==> src/rtl/z88_pkg.sv <==
// ---------------------------------------------------------------------------
// z88_pkg
// Shared definitions for the Z88 LCD-to-VGA display back end:
//   - default 640x480@60 VGA timing values
//   - LCD geometry (320 columns, 64 rows, row field offset of 16)
//   - the four 12-bit {r,g,b} colours used on the raster
//   - the stage-1 sideband struct carried alongside the VRAM address
// ---------------------------------------------------------------------------
package z88_pkg;

  // VGA 640x480 @ 60 Hz, 25 MHz pixel clock
  localparam int DEF_H_ACT   = 640;
  localparam int DEF_H_FP    = 16;
  localparam int DEF_H_SYNC  = 96;
  localparam int DEF_H_BP    = 48;
  localparam int DEF_V_ACT   = 480;
  localparam int DEF_V_FP    = 10;
  localparam int DEF_V_SYNC  = 2;
  localparam int DEF_V_BP    = 33;
  localparam int DEF_WIN_TOP = 208;

  // LCD geometry. VRAM rows are stored with a +16 offset so that the
  // VGA line counter's low six bits address them directly when the band
  // starts on a line that is 16 mod 64.
  localparam int LCD_COLS    = 320;
  localparam int LCD_ROWS    = 64;
  localparam int LCD_ROW_OFS = 16;

  // Colours as {r,g,b}, 4 bits each
  localparam logic [11:0] COL_BLANK    = 12'h000;
  localparam logic [11:0] COL_PIX_OFF  = 12'hAC9;
  localparam logic [11:0] COL_PIX_ON   = 12'h232;
  localparam logic [11:0] COL_PIX_GRAY = 12'h685;

  // Sideband that travels with the VRAM address through stage 1
  typedef struct packed {
    logic hs;
    logic vs;
    logic de;
    logic win;
    logic hLsb;
  } stage1_t;

  localparam stage1_t STAGE1_RST = '{hs: 1'b1, vs: 1'b1, de: 1'b0,
                                     win: 1'b0, hLsb: 1'b0};

endpackage

==> src/rtl/z88_vga_if.sv <==
// ---------------------------------------------------------------------------
// z88_vga_if
// Bundles the VRAM read port and the VGA DAC pins of the display back end.
//   vram_addr  : 15-bit read address {col[8:0], row[5:0]}
//   vram_data  : 3-bit read data {gray, pixL, pixR}, valid one clk later
//   vga_r/g/b  : 4-bit colour
//   vga_hs/vs  : syncs, active low
//   vga_de     : active-video flag
// Modports:
//   master : the display back end (drives address and pins)
//   slave  : VRAM read port / board side (drives read data)
// ---------------------------------------------------------------------------
interface z88_vga_if;

  logic [14:0] vram_addr;
  logic [2:0]  vram_data;
  logic [3:0]  vga_r;
  logic [3:0]  vga_g;
  logic [3:0]  vga_b;
  logic        vga_hs;
  logic        vga_vs;
  logic        vga_de;

  modport master (
    output vram_addr,
    input  vram_data,
    output vga_r,
    output vga_g,
    output vga_b,
    output vga_hs,
    output vga_vs,
    output vga_de
  );

  modport slave (
    input  vram_addr,
    output vram_data,
    input  vga_r,
    input  vga_g,
    input  vga_b,
    input  vga_hs,
    input  vga_vs,
    input  vga_de
  );

endinterface

==> src/rtl/z88_vga_timing.sv <==
// ---------------------------------------------------------------------------
// z88_vga_timing
// Horizontal/vertical raster counters and raw (unregistered) decode of the
// sync, display-enable and LCD-window flags. Counters advance only on
// pix_ena_i, so all state holds while the pixel tick stalls.
// Ports:
//   clk, rst_n   : clock and asynchronous active-low reset
//   pix_ena_i    : one-clk-wide pixel tick
//   h_ctr_o      : horizontal position, 0 .. H_TOT-1
//   v_ctr_o      : vertical position, 0 .. V_TOT-1
//   hs_o, vs_o   : raw syncs, active low
//   de_o         : raw active-video flag
//   win_o        : raw LCD-band flag (subset of de_o)
// ---------------------------------------------------------------------------
module z88_vga_timing
  import z88_pkg::*;
#(
  parameter int H_ACT   = DEF_H_ACT,
  parameter int H_FP    = DEF_H_FP,
  parameter int H_SYNC  = DEF_H_SYNC,
  parameter int H_BP    = DEF_H_BP,
  parameter int V_ACT   = DEF_V_ACT,
  parameter int V_FP    = DEF_V_FP,
  parameter int V_SYNC  = DEF_V_SYNC,
  parameter int V_BP    = DEF_V_BP,
  parameter int WIN_TOP = DEF_WIN_TOP
) (
  input  logic       clk,
  input  logic       rst_n,
  input  logic       pix_ena_i,
  output logic [9:0] h_ctr_o,
  output logic [9:0] v_ctr_o,
  output logic       hs_o,
  output logic       vs_o,
  output logic       de_o,
  output logic       win_o
);

  localparam logic [9:0] H_LAST   = 10'(H_ACT + H_FP + H_SYNC + H_BP - 1);
  localparam logic [9:0] V_LAST   = 10'(V_ACT + V_FP + V_SYNC + V_BP - 1);
  localparam logic [9:0] HS_FIRST = 10'(H_ACT + H_FP);
  localparam logic [9:0] HS_LAST  = 10'(H_ACT + H_FP + H_SYNC - 1);
  localparam logic [9:0] VS_FIRST = 10'(V_ACT + V_FP);
  localparam logic [9:0] VS_LAST  = 10'(V_ACT + V_FP + V_SYNC - 1);
  localparam logic [9:0] H_ACT_W  = 10'(H_ACT);
  localparam logic [9:0] V_ACT_W  = 10'(V_ACT);
  localparam logic [9:0] WIN_LO   = 10'(WIN_TOP);
  localparam logic [9:0] WIN_HI   = 10'(WIN_TOP + LCD_ROWS - 1);

  logic [9:0] hCtr_q, hCtr_d;
  logic [9:0] vCtr_q, vCtr_d;

  // The line counter steps once per horizontal wrap.
  always_comb begin
    hCtr_d = hCtr_q;
    vCtr_d = vCtr_q;
    if (pix_ena_i) begin
      if (hCtr_q == H_LAST) begin
        hCtr_d = '0;
        vCtr_d = (vCtr_q == V_LAST) ? '0 : vCtr_q + 10'd1;
      end else begin
        hCtr_d = hCtr_q + 10'd1;
      end
    end
  end

  always_ff @(posedge clk or negedge rst_n) begin
    if (!rst_n) begin
      hCtr_q <= '0;
      vCtr_q <= '0;
    end else begin
      hCtr_q <= hCtr_d;
      vCtr_q <= vCtr_d;
    end
  end

  always_comb begin
    hs_o  = !((hCtr_q >= HS_FIRST) && (hCtr_q <= HS_LAST));
    vs_o  = !((vCtr_q >= VS_FIRST) && (vCtr_q <= VS_LAST));
    de_o  = (hCtr_q < H_ACT_W) && (vCtr_q < V_ACT_W);
    win_o = de_o && (vCtr_q >= WIN_LO) && (vCtr_q <= WIN_HI);
  end

  assign h_ctr_o = hCtr_q;
  assign v_ctr_o = vCtr_q;

endmodule

==> src/rtl/z88_vga.sv <==
// ---------------------------------------------------------------------------
// z88_vga
// Display back end for the Z88 LCD emulation. Scans the 320x64 LCD VRAM and
// produces a 640x480@60 VGA raster with the LCD rows shown as a centred
// band, and toggles new_fr_tgl once per frame at the start of vertical
// blanking so the screen stage can render the next LCD frame.
//
// Two pixel-tick pipeline stages:
//   stage 1 : register VRAM address plus hs/vs/de/win/h_ctr[0]
//   stage 2 : sample VRAM data, register colour and hs/vs/de
// Outputs therefore lag the raster counters by exactly two pix_ena ticks.
//
// Ports:
//   clk, rst_n  : 50 MHz clock, asynchronous active-low reset
//   pix_ena     : 25 MHz pixel tick, one clk wide
//   new_fr_tgl  : inverts once per frame
//   vif         : z88_vga_if.master (VRAM read port + VGA pins)
//
// Configuration macro: Z88_VGA_GRAY_EN
//   defined   -> on-pixels with the gray attribute render COL_PIX_GRAY
//   undefined -> gray bit ignored, every on-pixel renders COL_PIX_ON
// ---------------------------------------------------------------------------
module z88_vga
  import z88_pkg::*;
#(
  parameter int H_ACT   = DEF_H_ACT,
  parameter int H_FP    = DEF_H_FP,
  parameter int H_SYNC  = DEF_H_SYNC,
  parameter int H_BP    = DEF_H_BP,
  parameter int V_ACT   = DEF_V_ACT,
  parameter int V_FP    = DEF_V_FP,
  parameter int V_SYNC  = DEF_V_SYNC,
  parameter int V_BP    = DEF_V_BP,
  parameter int WIN_TOP = DEF_WIN_TOP
) (
  input  logic       clk,
  input  logic       rst_n,
  input  logic       pix_ena,
  output logic       new_fr_tgl,
  z88_vga_if.master  vif
);

  localparam logic [9:0] V_ACT_W = 10'(V_ACT);

  logic [9:0] hCtr;
  logic [9:0] vCtr;
  logic       hsRaw;
  logic       vsRaw;
  logic       deRaw;
  logic       winRaw;

  z88_vga_timing #(
    .H_ACT   (H_ACT),
    .H_FP    (H_FP),
    .H_SYNC  (H_SYNC),
    .H_BP    (H_BP),
    .V_ACT   (V_ACT),
    .V_FP    (V_FP),
    .V_SYNC  (V_SYNC),
    .V_BP    (V_BP),
    .WIN_TOP (WIN_TOP)
  ) u_timing (
    .clk       (clk),
    .rst_n     (rst_n),
    .pix_ena_i (pix_ena),
    .h_ctr_o   (hCtr),
    .v_ctr_o   (vCtr),
    .hs_o      (hsRaw),
    .vs_o      (vsRaw),
    .de_o      (deRaw),
    .win_o     (winRaw)
  );

  // -------------------------------------------------------------------------
  // Stage 1: VRAM address and sideband
  // -------------------------------------------------------------------------
  stage1_t     s1_q, s1_d;
  logic [14:0] vramAddr_q, vramAddr_d;

  // Each VRAM word holds two horizontally adjacent VGA pixels, hence the
  // column comes from h_ctr[9:1]. The row field is v_ctr[5:0] directly
  // because VRAM rows already carry the +16 offset.
  always_comb begin
    s1_d       = '{hs: hsRaw, vs: vsRaw, de: deRaw, win: winRaw,
                   hLsb: hCtr[0]};
    vramAddr_d = winRaw ? {hCtr[9:1], vCtr[5:0]} : 15'd0;
  end

  always_ff @(posedge clk or negedge rst_n) begin
    if (!rst_n) begin
      s1_q       <= STAGE1_RST;
      vramAddr_q <= '0;
    end else if (pix_ena) begin
      s1_q       <= s1_d;
      vramAddr_q <= vramAddr_d;
    end
  end

  // -------------------------------------------------------------------------
  // Stage 2: colour and delayed syncs
  // -------------------------------------------------------------------------
  logic        grayBit;
  logic        pixOn;
  logic [11:0] colour_q, colour_d;
  logic        hs_q, vs_q, de_q;

`ifdef Z88_VGA_GRAY_EN
  assign grayBit = vif.vram_data[2];
`else
  logic unusedGray;
  assign unusedGray = vif.vram_data[2];
  assign grayBit    = 1'b0;
`endif

  // win is only ever set inside de, so anything outside the band
  // (including blanking) falls through to black.
  always_comb begin
    pixOn = s1_q.hLsb ? vif.vram_data[0] : vif.vram_data[1];
    if (!s1_q.win) begin
      colour_d = COL_BLANK;
    end else if (!pixOn) begin
      colour_d = COL_PIX_OFF;
    end else if (grayBit) begin
      colour_d = COL_PIX_GRAY;
    end else begin
      colour_d = COL_PIX_ON;
    end
  end

  always_ff @(posedge clk or negedge rst_n) begin
    if (!rst_n) begin
      colour_q <= COL_BLANK;
      hs_q     <= 1'b1;
      vs_q     <= 1'b1;
      de_q     <= 1'b0;
    end else if (pix_ena) begin
      colour_q <= colour_d;
      hs_q     <= s1_q.hs;
      vs_q     <= s1_q.vs;
      de_q     <= s1_q.de;
    end
  end

  // -------------------------------------------------------------------------
  // Frame toggle: fires on the tick where the raster sits at the first pixel
  // of vertical blanking. The counters reset to (0,0), so reset itself can
  // never look like a frame start.
  // -------------------------------------------------------------------------
  logic tgl_q, tgl_d;
  logic frameStart;

  always_comb begin
    frameStart = (hCtr == 10'd0) && (vCtr == V_ACT_W);
    tgl_d      = tgl_q ^ frameStart;
  end

  always_ff @(posedge clk or negedge rst_n) begin
    if (!rst_n) begin
      tgl_q <= 1'b0;
    end else if (pix_ena) begin
      tgl_q <= tgl_d;
    end
  end

  assign new_fr_tgl    = tgl_q;
  assign vif.vram_addr = vramAddr_q;
  assign vif.vga_r     = colour_q[11:8];
  assign vif.vga_g     = colour_q[7:4];
  assign vif.vga_b     = colour_q[3:0];
  assign vif.vga_hs    = hs_q;
  assign vif.vga_vs    = vs_q;
  assign vif.vga_de    = de_q;

endmodule

==> src/flat_wrapper.sv <==
// flat-port wrapper written by rule: the top's interface ports become plain ports
module z88_vga_flat import z88_pkg::*;
#(
  parameter int H_ACT   = DEF_H_ACT,
  parameter int H_FP    = DEF_H_FP,
  parameter int H_SYNC  = DEF_H_SYNC,
  parameter int H_BP    = DEF_H_BP,
  parameter int V_ACT   = DEF_V_ACT,
  parameter int V_FP    = DEF_V_FP,
  parameter int V_SYNC  = DEF_V_SYNC,
  parameter int V_BP    = DEF_V_BP,
  parameter int WIN_TOP = DEF_WIN_TOP
)
  (clk, rst_n, pix_ena, new_fr_tgl, vif_vram_addr, vif_vram_data, vif_vga_r, vif_vga_g, vif_vga_b, vif_vga_hs, vif_vga_vs, vif_vga_de);
  z88_vga_if vif_i ();
  input  logic clk;
  input  logic rst_n;
  input  logic pix_ena;
  output logic new_fr_tgl;
  output wire logic [$bits(vif_i.vram_addr)-1:0] vif_vram_addr;
  input wire logic [$bits(vif_i.vram_data)-1:0] vif_vram_data;
  output wire logic [$bits(vif_i.vga_r)-1:0] vif_vga_r;
  output wire logic [$bits(vif_i.vga_g)-1:0] vif_vga_g;
  output wire logic [$bits(vif_i.vga_b)-1:0] vif_vga_b;
  output wire logic [$bits(vif_i.vga_hs)-1:0] vif_vga_hs;
  output wire logic [$bits(vif_i.vga_vs)-1:0] vif_vga_vs;
  output wire logic [$bits(vif_i.vga_de)-1:0] vif_vga_de;
  assign vif_vram_addr = vif_i.vram_addr;
  assign vif_i.vram_data = vif_vram_data;
  assign vif_vga_r = vif_i.vga_r;
  assign vif_vga_g = vif_i.vga_g;
  assign vif_vga_b = vif_i.vga_b;
  assign vif_vga_hs = vif_i.vga_hs;
  assign vif_vga_vs = vif_i.vga_vs;
  assign vif_vga_de = vif_i.vga_de;
  z88_vga #(.H_ACT(H_ACT), .H_FP(H_FP), .H_SYNC(H_SYNC), .H_BP(H_BP), .V_ACT(V_ACT), .V_FP(V_FP), .V_SYNC(V_SYNC), .V_BP(V_BP), .WIN_TOP(WIN_TOP)) u_core (.clk(clk), .rst_n(rst_n), .pix_ena(pix_ena), .new_fr_tgl(new_fr_tgl), .vif(vif_i));
endmodule
==> config.mk <==
export PLATFORM = sky130hd
export DESIGN_NAME = z88_vga_flat
export DESIGN_NICKNAME = d
export VERILOG_FILES = /design/src/rtl/z88_pkg.sv /design/src/rtl/z88_vga_if.sv /design/src/rtl/z88_vga_timing.sv /design/src/rtl/z88_vga.sv /design/src/flat_wrapper.sv
export SDC_FILE = /design/constraint.sdc
export NUM_CORES = 1
export LEC_CHECK = 0
export CAP_MARGIN = 20
export CORE_UTILIZATION = 39
export CTS_CLUSTER_DIAMETER = 60
export CTS_CLUSTER_SIZE = 20
export DETAILED_ROUTE_END_ITERATION = 6
export PLACE_DENSITY = 0.62
export SKIP_LAST_GASP = 1
export SYNTH_ARGS = -nofsm -noshare
export SYNTH_HDL_FRONTEND = slang
export SYNTH_SLANG_ARGS = --single-unit
==> constraint.sdc <==
create_clock -name clk -period 1.7 [get_ports clk]
set_input_delay 0.17 -clock clk [delete_from_list [all_inputs] [get_ports clk]]
set_output_delay 0.17 -clock clk [all_outputs]
set_load 0.02 [all_outputs]
## Word-level counts from Yosys, hierarchy flattened

Cells that the tools add are included.

| cells by class | value |
|---|---|
| equality and inequality tests | 3 |
| magnitude comparators | 8 |
| bitwise operators | 1 |
| multiplexer cells | 6 |
| reduce and logical (&&, ||, !) cells | 10 |
| add/sub/neg operators | 2 |

Operators by type and width:

| cell | count |
|---|---|
| $mux W12 | 2 |
| $add A10 B1 Y10 const B | 2 |
| $eq A10 B10 Y1 const B | 2 |
| $le A10 B9 Y1 const B | 2 |
| $mux W10 | 2 |
| $mux W15 | 1 |
| $eq A10 B9 Y1 const B | 1 |
| $ge A10 B10 Y1 const B | 1 |
| $ge A10 B8 Y1 const B | 1 |
| $ge A10 B9 Y1 const B | 1 |
| $le A10 B10 Y1 const B | 1 |
| $logic_not A10 Y1 | 1 |
| $lt A10 B10 Y1 const B | 1 |
| $lt A10 B9 Y1 const B | 1 |
| $logic_and A1 B1 Y1 | 6 |
| $logic_not A1 Y1 | 2 |
| $reduce_and A2 Y1 | 1 |
| $mux W1 | 1 |
| $xor A1 B1 Y1 | 1 |

| word-level totals | value |
|---|---|
| output and inout port bits | 31 |
| logic and storage cells | 43 |
| input port bits | 6 |
| register bits after elaboration | 56 |

## Logic depth before layout (Yosys ltp)

Gate-level depths: netlist of run 1.

| logic depth | value |
|---|---|
| depth after elaboration | 5 |
| mapped depth | 6 |
| depth with buffers taken out | 6 |

## Hierarchy

Synthesis of run 1 repeated with hierarchy kept, for this count alone.

| unflattened totals | value |
|---|---|
| cell total of the unflattened synthesis | 232 |
| area total of the unflattened synthesis | 2,312.2 µm² |

By module, submodules not included:

| module | sequential area each (µm²) | cells each | times used | area an instance (µm²) |
|---|---|---|---|---|
| z88_vga | 680.7 | 113 | 1 | 1,192.4 |
| z88_vga_timing | 500.5 | 119 | 1 | 1,119.8 |

## Least setup slack after synthesis of run 1

OpenSTA, ideal clock, no wires.

| timing | value |
|---|---|
| path kind | reg-to-reg |
| start | register u_core.u_timing.hCtr_q[1], in the netlist u_core.u_timing.h_ctr_o[1] |
| end | register u_core.u_timing.vCtr_q[5], in the netlist u_core.u_timing.v_ctr_o[5] |
| path buffers | 1 |
| cell stages (with the launch flop) | 7 |
| arrival time | 1.379 ns |
| period minus slack after synthesis | 1.509 ns |
| data required time | 1.570 ns |
| library setup time | 0.130 ns |
| setup slack | 0.191 ns |
| cells stage by stage | dfrtp_1 -> ha_1 -> nand4_4 -> nand3b_4 -> buf_2 -> o21ai_0 -> o31ai_2 |

| on the way | value |
|---|---|
| longest elaborated chain between the ends | 2 |

RTL lines:

| item | RTL line | source |
|---|---|---|
| start, declared | z88_vga_timing.sv:50 | `logic [9:0] hCtr_q, hCtr_d;` |
| start signal, assigned | z88_vga_timing.sv:72 | `hCtr_q <= hCtr_d;` |
| $eq A10 B10 Y1 | z88_vga_timing.sv:58 | `if (hCtr_q == H_LAST) begin` |
| $reduce_and A2 Y1 (no line) | -- |  |
| end signal, assigned | z88_vga_timing.sv:73 | `vCtr_q <= vCtr_d;` |
| end, declared | z88_vga_timing.sv:51 | `logic [9:0] vCtr_q, vCtr_d;` |

No other way between the ends.
A chain may end at the register's enable or synchronous reset.

## Worst setup path after layout of run 1

| timing | value |
|---|---|
| start | register u_core.hs_q, in the netlist u_core.vif.vga_hs |
| end | output vif_vga_hs |

RTL lines:

| item | RTL line | source |
|---|---|---|
| start, declared | z88_vga.sv:105 | `logic hs_q, vs_q, de_q;` |
| start signal, assigned | z88_vga.sv:138 | `hs_q <= s1_q.hs;` |
| end, declared | flat_wrapper.sv:25 | `output wire logic [$bits(vif_i.vga_hs)-1:0] vif_vga_hs;` |

No word-level cell between the ends.

==> results_dict.tcl, run 1 <==
set metrics [dict create \
    required_ps 1530 \
    drc 0 \
    num-fill-cells 542 \
    final.period_utilization_pct 93.7 \
    netlist_area_um2 2320 \
    synth_top_family_by_area "simple AND/OR/NAND/NOR gates" \
    crit_type "flip-flop to output pin" \
    yosys-mux-area-fraction_pct 2.86 \
    io_buffers 32 \
    synthXorXnorAreaFrac_pct 3.02 \
    cts_buffers 5 \
    fmax_mhz 628 \
    powerDensity_nw_per_um2 842 \
    fin_worst_skew_ps 3.73 \
    p_leak_nw 1.30 \
    syn2layout_area_growth_pct 25.6 \
    synth_edf_count 0 \
    clkSlewWorstSetupHoldPaths_ps 90 \
    slew_viol_final 0 \
    antennaDiodeCount 0 \
    htree_num_levels 2 \
    grt_usage_pct 17.3 \
    r2r_cells 5 \
    syn_inst 210 \
    clk_latency_ps 290 \
    wl_per_cell_um 14.9 \
    yosysSeqAreaShare_pct 50.9 \
    dieHeight_um 79.1 \
    grt_pass1_wl_um 8340 \
    cts-resized-gates 0 \
    die-area_um2 6260 \
    critical_path_arrival_ps 1420 \
    cts_root_buffer "clkbuf_8" \
    start_util_pct 41.3 \
    avgViaCountPerCell 5.22 \
    total_power_mw 2.45 \
    ys_seq_elements 47 \
    routabilityCongestion 0.783 \
    cts_setup_buffers 0 \
    grt_pass1_vias 1695 \
    worst_hold_path_type "primary input to async pin" \
    ys_async_sr_fraction_pct 100 \
    drtIter0Drc 96 \
    dr.pass1.iters 4 \
    cts_sinks 47 \
    hpwlAfterDp_um 3420 \
    maxCapViolCount 0 \
    via_count 1712 \
    synth_top_flop_cell "dfrtp_1" \
    regArea_um2 1180 \
    status "completed" \
    path_buf_inv 1 \
    yosys.cell_count.top_type "dfrtp_1" \
    wl_um 4890 \
    drtAntennaViolNets 0 \
    yosys_warnings 0 \
    rows 27 \
    avgSynthCellArea_um2 11.0 \
    yosysTopAreaCellShare_pct 46.4 \
    drive_gt1_share_pct 20.3 \
    clockBufferDepth 2 \
    yosys.area_share.simple_pct 17.0 \
    ir_worst_vdd_mv 0.462 \
    pin_count 37 \
    rsz0062_at_grt "false" \
    finalSetupTns_ps 0 \
    setup_viol 0 \
    cp_slowest_stage_delay_ps 590 \
    path_max_fanout 2 \
    synth_compound_area_share_pct 16.2 \
    critPathTopFamily "buffers and inverters" \
    cp.depth 1 \
    start_kind "flip-flop" \
    grt_overflow 0 \
    grt_max_degree 29 \
    final_nets 266 \
    cts_tree "built" \
    period_needed_ps 1590 \
    die_width_um 79.1 \
    synth_top_cell_by_area "dfrtp_1" \
    cp_slowest_cell "clkdlybuf4s50_1" \
    cp_cell_sequence "clkdlybuf4s50_1" \
    antenna_found_initial 0 \
    synth_area_leaders "dfrtp_1 (46%), a22o_1 (5.7%), dfstp_2 (4.5%)" \
    synth_common_cells "dfrtp_1 (43), o21ai_0 (17), a22o_1 (15)" \
    synthAdderAreaFrac_pct 2.70 \
    ys_types 52 \
    multi_input_area_um2 980 \
    core-area_um2 5610 \
    critPathCaptureType "output pin" \
    finalHoldViolCount 0 \
]
-- final timing paths --
kind,from,endpoint,slack [ps]
max in group asynchronous,rst_n,u_core.u_timing.h_ctr_o[1],850
setup reg to reg,u_core.u_timing.h_ctr_o[0],u_core.u_timing.v_ctr_o[3],150
hold reg to reg,u_core.new_fr_tgl,u_core.new_fr_tgl,490
hold / removal,rst_n,u_core.vif.vram_addr[11],350
setup / recovery,u_core.vif.vga_hs,vif_vga_hs,110
min in group clk,u_core.new_fr_tgl,u_core.new_fr_tgl,490
-- power breakdown --
part | leakage [nW] | switching [mW] | internal [mW]
combinational | 0.633 | 0.224 | 0.171
clock | 0.0524 | 0.375 | 0.441
sequential | 0.610 | 0.0643 | 1.18
-- area by class of cell --
| cell class | count | share of cell area, % |
|---|---|---|
| sequential | 47 | 40.5 |
| tap | 72 | 3.09 |
| clock inverter | 1 | 1.03 |
| clock buffer | 7 | 2.62 |
| inverter | 10 | 1.29 |
| multi-input combinational | 134 | 33.6 |
| timing repair buffer | 57 | 17.8 |
-- layout by cell type (no fill, tap or decap), types with 2 or more instances in the layout --
cell type	count
conb_1	3
a22o_1	15
clkdlybuf4s50_1	31
and4_1	3
nor4_1	2
dfstp_2	4
o31ai_2	2
o211ai_1	2
inv_1	9
nor2_1	10
clkbuf_8	5
o2bb2ai_1	2
o21ai_0	17
xnor2_1	3
nand4_1	5
mux2_2	5
a21oi_1	5
dfrtp_1	43
nand3_1	11
a31oi_1	2
clkbuf_1	2
buf_4	23
nand2_1	11
ha_1	5
xor2_1	5
and3_1	3
-- metrics by stage --
stage	setup WS [ps]	area, µm²	utilization, %	hold WS (ps)	std cells
2_1_floorplan	191	2330	-	-126	212
3_3_place_gp	-7.06	2800	49.9	148	319
3_5_place_dp	-46.3	2800	49.9	149	319
4_1_cts	101	2910	51.9	363	328
5_1_grt	9.86	2910	51.9	388	328
6_report	107	2910	51.9	345	328
-- per-layer routing --
metal	track usage (%)	vias to the layer above	wire, µm
met4	3.27	0	40
met3	4.37	5	177
met2	26.2	33	2150
li1	-	833	-
met1	25.0	841	2520
met5	0	-	0
-- logic make-up (layout without fill, tap and decap cells) --
family          after synthesis  in the layout
simple gates                 60             60
compound gates               52             52
flops                        47             47
mux                           6              6
xor+xnor                      8              8
fa+ha+maj                     5              5
other cells                   1              3
buf+inv                      31             75
-- what timing repair did --
action                                 CTS  global route
hold buffers                             1             0
setup endpoints to repair                0             1
endpoints found under the hold margin   15             0
-- sequential cells by signal (all words and copies together) (netlist names) --
register / count
u_core.vif.vga_vs: 1
u_core.new_fr_tgl: 1
u_core.s1_q: 5
u_core.vif.vga_hs: 1
u_core.u_timing.v_ctr_o: 10
u_core.colour_q: 3
u_core.vif.vram_addr: 15
u_core.vif.vga_de: 1
u_core.u_timing.h_ctr_o: 10
No activity file was read; power rests on OpenSTA's default activity.
==> run 2, diff against run 1 <==
--- a/config.mk
+++ b/config.mk
@@ -11,6 +11,7 @@
 export CTS_CLUSTER_SIZE = 20
 export DETAILED_ROUTE_END_ITERATION = 6
 export PLACE_DENSITY = 0.62
+export RECOVER_POWER = 100
 export SKIP_LAST_GASP = 1
 export SYNTH_ARGS = -nofsm -noshare
 export SYNTH_HDL_FRONTEND = slang
==> results_dict.tcl, run 2 (same netlist as run 1, synthesis figures left out) <==
set metrics [dict create \
    status "completed" \
    clkSlewWorstSetupHoldPaths_ps 90 \
    cts-resized-gates 0 \
    num-fill-cells 555 \
    drive_gt1_share_pct 16.0 \
    grt_pass1_wl_um 8340 \
    cts_tree "built" \
    wl_um 4820 \
    ir_worst_vdd_mv 0.461 \
    rr_endpoint "u_core.u_timing.v_ctr_o[5]" \
    rsz0062_at_grt "false" \
    design_area_um2 2870 \
    drc 0 \
    pin_count 37 \
    start_util_pct 41.3 \
    final.period_utilization_pct 93.6 \
    timing.hold.worst.start "u_core.new_fr_tgl" \
    core-area_um2 5610 \
    die-area_um2 6260 \
    period_needed_ps 1590 \
    p_sw_share_pct 27.3 \
    seqPwrFrac_pct 51.5 \
    drtAntennaViolNets 0 \
    dp_slack_ps -46.3 \
    wl_per_cell_um 14.7 \
    cts_setup_buffers 0 \
    slew_headroom_pct 26.1 \
    hpwlAfterDp_um 3420 \
    antenna_found_initial 0 \
    dpl_cell_area_um2 2800 \
    final_core_util_pct 51.1 \
    cts_sinks 47 \
    cp_slowest_cell "clkdlybuf4s50_1" \
    cp_cell_sequence "clkdlybuf4s50_1" \
    rows 27 \
    grt_pass1_vias 1695 \
    multi_input_area_um2 970 \
    cts_root_buffer "clkbuf_8" \
    worst_slack_ps 109 \
    cp.depth 1 \
    worst_hold_path_type "flip-flop to flip-flop" \
    via_count 1719 \
    largest_reg_flops 15 \
    maxCapViolCount 0 \
    r2r_cells 4 \
    dr.pass1.iters 4 \
    powerDensity_nw_per_um2 838 \
    path_max_fanout 2 \
    critPathCaptureType "output pin" \
    grt_overflow 0 \
    worstMarginPinSlew_ps 1110 \
    cp_slowest_stage_delay_ps 590 \
    crit_path_start "u_core.vif.vga_vs" \
    drtIter0Drc 98 \
    reg2reg_slack_ps 140 \
    slew_viol_final 0 \
    p_int_mw 1.75 \
    start_kind "flip-flop" \
    io_buffers 32 \
    min_to "u_core.new_fr_tgl" \
    dieHeight_um 79.1 \
    clockPowerShare_pct 33.8 \
    antennaDiodeCount 0 \
    p_leak_nw 1.36 \
    grt_max_degree 29 \
    syn2layout_area_growth_pct 23.7 \
    holdWs_ps 483 \
    crit_type "flip-flop to output pin" \
    grt_usage_pct 17.3 \
    finalHoldViolCount 0 \
    die_width_um 79.1 \
    mostFrequentLayoutCells "dfrtp_1 (43), dlygate4sd3_1 (28), o21ai_0 (17)" \
    layout_commonest_cell "dfrtp_1" \
    regArea_um2 1180 \
    required_ps 1530 \
    rr_startpoint "u_core.u_timing.h_ctr_o[7]" \
    fmax_mhz 629 \
    setup_viol 0 \
    routabilityCongestion 0.783 \
    path_buf_inv 1 \
    fin_worst_skew_ps 4.28 \
    critPathTopFamily "buffers and inverters" \
    finalSetupTns_ps 0 \
    combPwrFrac_pct 14.7 \
    clk_latency_ps 290 \
    p_sw_mw 0.656 \
    final_nets 266 \
    clockBufferDepth 2 \
    min_path_cells 1 \
    critical_path_arrival_ps 1420 \
    htree_num_levels 2 \
    avgViaCountPerCell 5.24 \
    cts_buffers 5 \
]
-- run 2: changes by cell type in the layout (fill, tap and decap cells not counted), sizes merged --
cell / previous run / this run
buf: 25 / 14
clkbuf: 7 / 18
clkdlybuf4s50: 31 / 4
dlygate4sd3: 1 / 28
-- run 2: worst max path at each step --
stage | slack (ps) | to
floorplan | 190 | u_core.u_timing.v_ctr_o[5]
global placement | -7 | u_core.vif.vram_addr[10]
detailed placement | -50 | u_core.vif.vram_addr[10]
CTS | 100 | vif_vga_hs
global route | 20 | u_core.u_timing.v_ctr_o[4]
finish | 110 | vif_vga_vs
-- run 2: area by class of cell --
class / count / share of cell area, %
multi-input cells: 134 / 33.8
inverters: 10 / 1.31
clock inverters: 1 / 1.05
well taps: 72 / 3.14
clock buffers: 7 / 2.66
flip-flops and latches: 47 / 41.2
repair buffers: 57 / 16.8
-- run 2: per-stage QoR --
step	instances	power (mW)
after floorplan	212	1.48
after global placement	319	1.65
after detailed placement	319	1.65
after CTS	328	2.46
after global routing	328	2.52
final	328	2.40
-- run 2: per-layer routing --
| layer | global-route usage [%] | routed length [µm] |
|---|---|---|
| met1 | 25.0 | 2500 |
| met2 | 26.2 | 2120 |
| met5 | 0 | 0 |
| met4 | 3.27 | 38 |
| met3 | 4.37 | 160 |
-- run 2: power by group through the flow --
| stage | Clock [mW] | Combinational, mW | Sequential, mW |
|---|---|---|---|
| finish | 0.811 | 0.353 | 1.24 |
| global route | 0.879 | 0.396 | 1.25 |
| CTS | 0.821 | 0.397 | 1.24 |
| detailed placement | 0 | 0.393 | 1.26 |
| global placement | 0 | 0.394 | 1.26 |
| floorplan | 0 | 0.238 | 1.24 |
-- run 2: what timing repair did --
| action | CTS | global route |
|---|---|---|
| hold buffers | 1 | 0 |
| endpoints found under the setup margin | 0 | 1 |
| hold endpoints to repair | 15 | 0 |
==> RTL change, RTL diff (config.mk and constraints of run 2) <==
Add a define of `Z88_VGA_GRAY_EN`.
--- a/src/rtl/z88_vga.sv
+++ b/src/rtl/z88_vga.sv
@@ -21,4 +21,6 @@
 //   undefined -> gray bit ignored, every on-pixel renders COL_PIX_ON
 // ---------------------------------------------------------------------------
+`define Z88_VGA_GRAY_EN
+
 module z88_vga
   import z88_pkg::*;
Check against the original RTL: no difference found for any inputs over 10 cycles, from zero or initial values and one cycle with rst_n low; that may be too few to reach the edited logic, so the function may still have changed.
==> RTL change against run 2 <==
Utilization increased by 2.5 points. Worst setup slack lost 72 ps. Wire length decreased by 2.1%. Synthesized cell count decreased by 0.48%. Synthesized area is 0.38% lower. Hold slack got worse by 17 ps. Power is 1.6% higher. Cell area rose by 4.8%. Die area shrank 0.37%. Sequential cell count is 2 higher. Critical endpoint is now u_core.u_timing.v_ctr_o[7]$_DFFE_PN0P_. Highest routed layer unchanged.
==> RTL change: results (changes against run 2) <==
| Metric | Value |
|---|---|
| Worst setup path start | u_core.u_timing.h_ctr_o[0]$_DFFE_PN0P_ |
| DR iter-0 viols | 81 (-17%) |
| Layout cells sized above 1 | 0.213 (+0.0528) |
| Worst vdd ir | 0.000521 V (+13%) |
| Worst-skew pair later-pin latency | 310 ps (+20 ps) |
| Pre-CTS WS | -188 ps (-142 ps) |
| Status | completed |
| First-pass GRT wire length | 8210 um (-1.5%) |
| CP Data Arrival Time | 1850 ps (+430 ps) |
| Post-synthesis mux area share | 0.0374 (+0.00878) |
| Leakage | 1.31 nW (-3.2%) |
| Multi-input combinational area share | 0.321 (-0.0173) |
| Switching Power | 703 uW (+7.2%) |
| Final Max Tran Viols | 0 (unchanged) |
| Clk sinks | 49 (+4.3%) |
| GRT Total Usage | 0.172 (-0.00117) |
| Largest net degree at the start of global routing | 31 (+6.9%) |
| Critical path's largest stage delay | 400 ps (-190 ps) |
| Adder-cell share of the synthesized area | 0.0271 (+0.000102) |
| Slowest CP cell | dfrtp_1 |
| Met2 Track Usage GR | 0.248 (-0.0142) |
| M1 GR Usage | 0.252 (+0.00240) |
| Non-clock buffer share of cell area | 0.198 (+0.0297) |
| Comb_multi_in | 130 (-3.0%) |
| DR WL/cell | 14.1 um (-4.1%) |
| Layout Nets | 273 (+2.6%) |
| Endpoint, Worst Hold | u_core.colour_q[10]$_DFFE_PN0P_ |
| Routed via count | 1732 (+0.76%) |
| Crit-path max FO | 3 (+1) |
| Seq/Total Area, Yosys | 0.533 (+0.0236) |
| Tcrit/Tclk final | 0.978 (+0.0422) |
| Nonclk buf count | 66 (+16%) |
| Sequential cell area | 0.00123 mm^2 (+4.2%) |
| IO Port Bufs | 35 (+9.4%) |
| Setup bufs post-CTS | 0 (unchanged) |
| Synth cell types | 45 (-13%) |
| Post-Place Cells | 324 (+1.6%) |
| Post-detail-place hpwl | 3530 um (+3.0%) |
| Depth of the worst hold-timing path | 3 (+2) |
| Clock skew | 13.2 ps (+8.94 ps) |
| Met2 WL | 2090 um (-1.5%) |
| Clock buffer count | 6 (-1) |
| Worst hold path startpoint | vif_vram_data[2] |
| RR Endpoint | u_core.u_timing.v_ctr_o[7]$_DFFE_PN0P_ |
| Family with the most delay on the worst path | simple AND/OR/NAND/NOR gates |
| Hold crit path type | in2reg |
| Met3 usage | 0.0356 (-0.00805) |
| Gpl congestion | 0.821 (+4.9%) |
| Slew HR | 0.265 (+0.00409) |
| Number of flip-flops in the largest register | 15 (unchanged) |
| Fillers | 514 (-7.4%) |
| ClkCell Share | 0.0291 (-0.00796) |
| Syn Area/Cell | 11.1 um^2 (about the same) |
| FF-to-FF setup slack | 40 ps (-100 ps) |
| Top post-synthesis cells by count | 45 x dfrtp_1, 16 x nand2_1, 15 x a22o_1 |
| Reg2Reg Depth | 7 (+3) |
| WL met1 | 2360 um (-5.5%) |
## RTL change: changes by cell type after synthesis, moves of 3 or more
cell / before / now
o21ai_0: 17 / 7
xor2_1: 5 / 2
nand2_1: 11 / 16
xnor2_1: 3 / 9
nor4_1: 2 / 5
nand4_1: 5 / 8
## RTL change: power by group through the flow
stage / Combinational (mW) / Sequential [mW] / Clock (mW)
after floorplan: 0.249 / 1.31 / 0
after detailed placement: 0.457 / 1.29 / 0
after global placement: 0.457 / 1.29 / 0
after CTS: 0.462 / 1.27 / 0.700
final: 0.484 / 1.28 / 0.682
after global routing: 0.535 / 1.28 / 0.746
## RTL change: stage by stage
step / area, um^2 / total power, mW / hold slack (ps)
CTS: 2960 / 2.43 / 363
global placement: 2860 / 1.75 / 157
floorplan: 2310 / 1.55 / -126
finish: 3010 / 2.44 / 466
detailed placement: 2860 / 1.75 / 159
global route: 3010 / 2.57 / 484
